### config.mk
export PLATFORM = sky130hd
export DESIGN_NAME = debounce_botao
export DESIGN_NICKNAME = d
export VERILOG_FILES = /design/src/rtl/debounce_botao_pkg.sv /design/src/rtl/debounce_botao_sincronizador.sv /design/src/rtl/debounce_botao.sv
export SDC_FILE = /design/constraint.sdc
export NUM_CORES = 1
export LEC_CHECK = 0
export ABC_AREA = 1
export CORE_MARGIN = 5
export CORE_UTILIZATION = 55
export CTS_CLUSTER_DIAMETER = 60
export DETAILED_ROUTE_END_ITERATION = 16
export DONT_BUFFER_PORTS = 1
export GPL_TIMING_DRIVEN = 0
export PLACE_DENSITY = 0.7
export SLEW_MARGIN = 15
export SYNTH_ARGS = -nofsm -noshare
export SYNTH_HDL_FRONTEND = slang
export SYNTH_SLANG_ARGS = --single-unit
### constraint.sdc
create_clock -name clock -period 2.6 [get_ports clock]
set_input_delay 0.78 -clock clock [delete_from_list [all_inputs] [get_ports clock]]
set_output_delay 0.78 -clock clock [all_outputs]
set_load 0.05 [all_outputs]
### src/rtl/debounce_botao_pkg.sv
// Shared definitions for the board push-button conditioning stages.
// State encoding and default timing constants reused by every button front end.
package debounce_botao_pkg;

    typedef enum logic [1:0] {
        ESTAVEL_BAIXO = 2'b00,
        CONF_ALTA     = 2'b01,
        ESTAVEL_ALTO  = 2'b10,
        CONF_BAIXA    = 2'b11
    } estadoT;

    // 10 ms of confirmation at a 50 MHz system clock.
    localparam int CICLOS_ESTAVEL_PADRAO = 500000;
    localparam int SYNC_STAGES_PADRAO    = 2;

endpackage

### src/rtl/debounce_botao_sincronizador.sv
// Multi-flop synchroniser for asynchronous board inputs, with a configurable
// reset level so idle buttons read correctly straight out of reset.
module sincronizador
    import debounce_botao_pkg::*;
#(
    parameter int   SYNC_STAGES = SYNC_STAGES_PADRAO,
    parameter logic VALOR_RESET = 1'b0
) (
    input  logic clock,
    input  logic reset,
    input  logic entrada,
    output logic saida
);

    logic [SYNC_STAGES-1:0] cadeia;

    always_ff @(posedge clock or negedge reset) begin
        if (!reset) begin
            cadeia <= {SYNC_STAGES{VALOR_RESET}};
        end else begin
            cadeia <= {cadeia[SYNC_STAGES-2:0], entrada};
        end
    end

    assign saida = cadeia[SYNC_STAGES-1];

endmodule

### src/rtl/debounce_botao.sv
// Push-button debouncer: synchronise, confirm a new level for CICLOS_ESTAVEL cycles,
// then emit a clean level plus rise/fall strobes. Define BOTAO_INVERTIDO_EN for active-low pads.
module debounce_botao
    import debounce_botao_pkg::*;
#(
    parameter  int CICLOS_ESTAVEL = CICLOS_ESTAVEL_PADRAO,
    parameter  int SYNC_STAGES    = SYNC_STAGES_PADRAO,
    localparam int LARG_CONT      = $clog2(CICLOS_ESTAVEL)
) (
    input  logic clock,
    input  logic reset,
    input  logic botaoPlaca,
    output logic botaoLimpo,
    output logic subida,
    output logic descida
);

    localparam logic [LARG_CONT-1:0] CONT_MAX = LARG_CONT'(CICLOS_ESTAVEL - 1);
    localparam logic [LARG_CONT-1:0] CONT_UM  = LARG_CONT'(1);

`ifdef BOTAO_INVERTIDO_EN
    localparam logic NIVEL_REPOUSO = 1'b1;
`else
    localparam logic NIVEL_REPOUSO = 1'b0;
`endif

    logic ultimoEstagio;
    logic amostra;

    sincronizador #(
        .SYNC_STAGES (SYNC_STAGES),
        .VALOR_RESET (NIVEL_REPOUSO)
    ) uSinc (
        .clock   (clock),
        .reset   (reset),
        .entrada (botaoPlaca),
        .saida   (ultimoEstagio)
    );

`ifdef BOTAO_INVERTIDO_EN
    assign amostra = ~ultimoEstagio;
`else
    assign amostra = ultimoEstagio;
`endif

    estadoT               estado, estadoProx;
    logic [LARG_CONT-1:0] cont, contProx;
    logic                 limpoProx, subidaProx, descidaProx;

    always_ff @(posedge clock or negedge reset) begin
        if (!reset) begin
            estado     <= ESTAVEL_BAIXO;
            cont       <= '0;
            botaoLimpo <= 1'b0;
            subida     <= 1'b0;
            descida    <= 1'b0;
        end else begin
            estado     <= estadoProx;
            cont       <= contProx;
            botaoLimpo <= limpoProx;
            subida     <= subidaProx;
            descida    <= descidaProx;
        end
    end

    // Counter counts consecutive samples at the candidate level; any disagreement aborts.
    always_comb begin
        estadoProx  = estado;
        contProx    = cont;
        limpoProx   = botaoLimpo;
        subidaProx  = 1'b0;
        descidaProx = 1'b0;
        case (estado)
            ESTAVEL_BAIXO: begin
                if (amostra) begin
                    estadoProx = CONF_ALTA;
                    contProx   = CONT_UM;
                end else begin
                    contProx   = '0;
                end
            end
            CONF_ALTA: begin
                if (!amostra) begin
                    estadoProx = ESTAVEL_BAIXO;
                    contProx   = '0;
                end else if (cont == CONT_MAX) begin
                    estadoProx = ESTAVEL_ALTO;
                    contProx   = '0;
                    limpoProx  = 1'b1;
                    subidaProx = 1'b1;
                end else begin
                    contProx   = cont + CONT_UM;
                end
            end
            ESTAVEL_ALTO: begin
                if (!amostra) begin
                    estadoProx = CONF_BAIXA;
                    contProx   = CONT_UM;
                end else begin
                    contProx   = '0;
                end
            end
            CONF_BAIXA: begin
                if (amostra) begin
                    estadoProx  = ESTAVEL_ALTO;
                    contProx    = '0;
                end else if (cont == CONT_MAX) begin
                    estadoProx  = ESTAVEL_BAIXO;
                    contProx    = '0;
                    limpoProx   = 1'b0;
                    descidaProx = 1'b1;
                end else begin
                    contProx    = cont + CONT_UM;
                end
            end
            default: begin
                estadoProx = ESTAVEL_BAIXO;
                contProx   = '0;
                limpoProx  = 1'b0;
            end
        endcase
    end

endmodule

==> flow_summary.json <==
{
  "grtUsageMet2": 0.261,
  "max-vdd-ir-drop_uv": 581,
  "fin_crit_sh": 0.678,
  "antenna_found_initial": 0,
  "dieHeight_um": 60.8,
  "place_ws_ns": 1.05,
  "overflow": 0,
  "status": "completed",
  "yosysSeqAreaShare": 0.458,
  "syn-num-nets": 173,
  "core_sq_um": 2480,
  "busiest_layer": "met2",
  "worstSetupPathType": "flip-flop to primary output",
  "min_period_ns": 1.76,
  "cts_hold_buf": 0,
  "synth_edf_count": 0,
  "diodes": 0,
  "worstSetupEndpointType": "primary output",
  "power_w": 0.000945,
  "initial_core_util": 0.574,
  "finalSetupViolations": 0,
  "portBuffers": 0,
  "num_rows": 18,
  "dieArea_sq_um": 3700,
  "wl_um": 2560,
  "synth.most_common_cell": "nand2_1",
  "synthTopCellsByArea": "dfrtp_1 (46%), nand2_1 (9.2%), nor2_1 (7.1%)",
  "cts_tree": "done",
  "cts-resized-gates": 0,
  "ys_dominant_reg_cell": "dfrtp_1",
  "max_freq_mhz": 567,
  "first_global_vias": 1029,
  "cts_made_buffers": 3,
  "synthTopCellsByCount": "nand2_1 (35), nor2_1 (27), dfrtp_1 (26)",
  "yosysTopAreaCell": "dfrtp_1",
  "hold_class": "input port to async pin",
  "worstPathMaxFanout": 2,
  "synth_area_sq_um": 1420,
  "layout-drive-gt1-share": 0.168,
  "fin_skew_ns": 0.00570,
  "vias": 1057,
  "grt_util_met1": 0.213,
  "synth_top_cell_area_share": 0.458,
  "gp_congestion": 0.807,
  "p_leak_nw": 0.685,
  "ys_seq_elements": 26,
  "final_max_slew_viol_count": 0,
  "post-dp-hpwl_um": 1890,
  "grt_max_degree": 27,
  "final.setup.worst_slack_ns": 0.837,
  "hold_viol": 0,
  "crit_required_ns": 1.82,
  "cts_setup_buffers": 0,
  "pin_count": 6,
  "critical_path_arrival_ns": 0.98,
  "wl_per_cell_um": 12.6,
  "ys_async_sr_fraction": 1.00,
  "rsz0062_at_grt": "no",
  "ant_nets": 0,
  "clockRootBuffer": "clkbuf_4",
  "die_width_um": 60.8,
  "dr.pass1.iters": 4,
  "maxSlewHeadroom": 0.691,
  "p_per_area_nw_per_um2": 625,
  "yosysWarnings": 0,
  "startpoint_type": "flip-flop",
  "grt_use_met3": 0.0319,
  "cts_sinks": 26,
  "synthCells": 169,
  "clkTransAtPathRegs_ns": 0.15,
  "grt_use_total": 0.162,
  "clock_path_buffers": 2,
  "drt_iter0_markers": 40,
  "grt_pass1_wl_um": 4350,
  "avgViaCountPerCell": 5.21,
  "nNetsFinal": 178,
  "yosysUniqueCellTypes": 23,
  "syn_area_per_cell_sq_um": 8.41,
  "fin_setup_tns_ns": 0,
  "cts_htree_levels": 1,
  "areaGrowthSynthToFinish_pct": 6.34,
  "clkLatencyLatePin_ns": 0.32,
  "drv_cap": 0,
  "worst_pin_slew_ns": 0.463,
  "post-route-drc-count": 0
}
==> metrics by stage <==
step                      hold slack [ns]   util  cells  instance area (sq um)
after floorplan                     0.331      -    169                   1420
final                               0.121  0.610    203                   1510
after global placement              0.332  0.589    199                   1460
after CTS                           0.118  0.610    203                   1510
after detailed placement            0.336  0.589    199                   1460
after global routing               0.0943  0.610    203                   1510
==> final timing paths <==
path	endpoint	from	cells past startpoint	slack, ns
worst max-delay path	botaoLimpo	botaoLimpo	0	0.84
worst min-delay path	subida	reset	0	0.12
worst max register to register	cont[14]	cont[0]	7	1.05
worst min register to register	uSinc.cadeia[1]	uSinc.cadeia[0]	0	0.37
max in group asynchronous	cont[18]	reset	0	2.40
min in group clock	uSinc.cadeia[1]	uSinc.cadeia[0]	0	0.37
==> where the power goes <==
group,internal [W],leakage (nW),switching [W],total [W]
Combinational,0.0000736,0.305,0.000114,0.000187
Clock,0.000156,0.0279,0.000124,0.000280
Sequential,0.000436,0.353,0.0000415,0.000477
Total,0.000665,0.685,0.000279,0.000945
==> sequential cells by signal, summed over array words and instances, names as in the netlist, named ones only <==
signal and count:
botaoLimpo 1, subida 1, estado 1, cont 19, uSinc.cadeia 2, descida 1
==> metal layers <==
metal / routed length, um / vias to the layer above
met5: 0 / -
met4: 34 / 0
met3: 76 / 4
met2: 1270 / 12
met1: 1190 / 504
li1: - / 537
==> area by class of cell <==
type / count / area (sq um)
buffer: 2 / 22.5
clock buffer: 3 / 22.5
clock inverter: 1 / 30.0
fill: 225 / 966
inverter: 22 / 82.6
multi-input combinational: 119 / 666
sequential: 26 / 651
tap: 30 / 37.5
==> cells in the final DEF, fill, tap and decap left out <==
master and n:
nand2_1 35, nor2_1 27, dfrtp_1 26, inv_1 19, nand3_1 14, nor2_2 6
xor2_1 5, nor3_1 5, o21ai_0 5, nand3_2 4, inv_2 3, nor2_4 3
nor3_4 3, xnor2_1 3, a21oi_1 3, clkbuf_4 3, nand3_4 1, nand2_4 1
buf_4 1, nand2_2 1, buf_8 1, a21o_1 1, nor3b_2 1, ha_1 1
bufinv_16 1
==> logic make-up after synthesis <==
logic type	after synthesis	share of synthesized area
and+or+nand+nor	101	0.377
DFF	26	0.458
buffers and inverters	24	0.0739
AOI/OAI and AO/OA	9	0.0334
xor gates and xnor gates	8	0.0493
adders and majority gates	1	0.00880
Note: power is estimated with default switching activity, not from simulation.
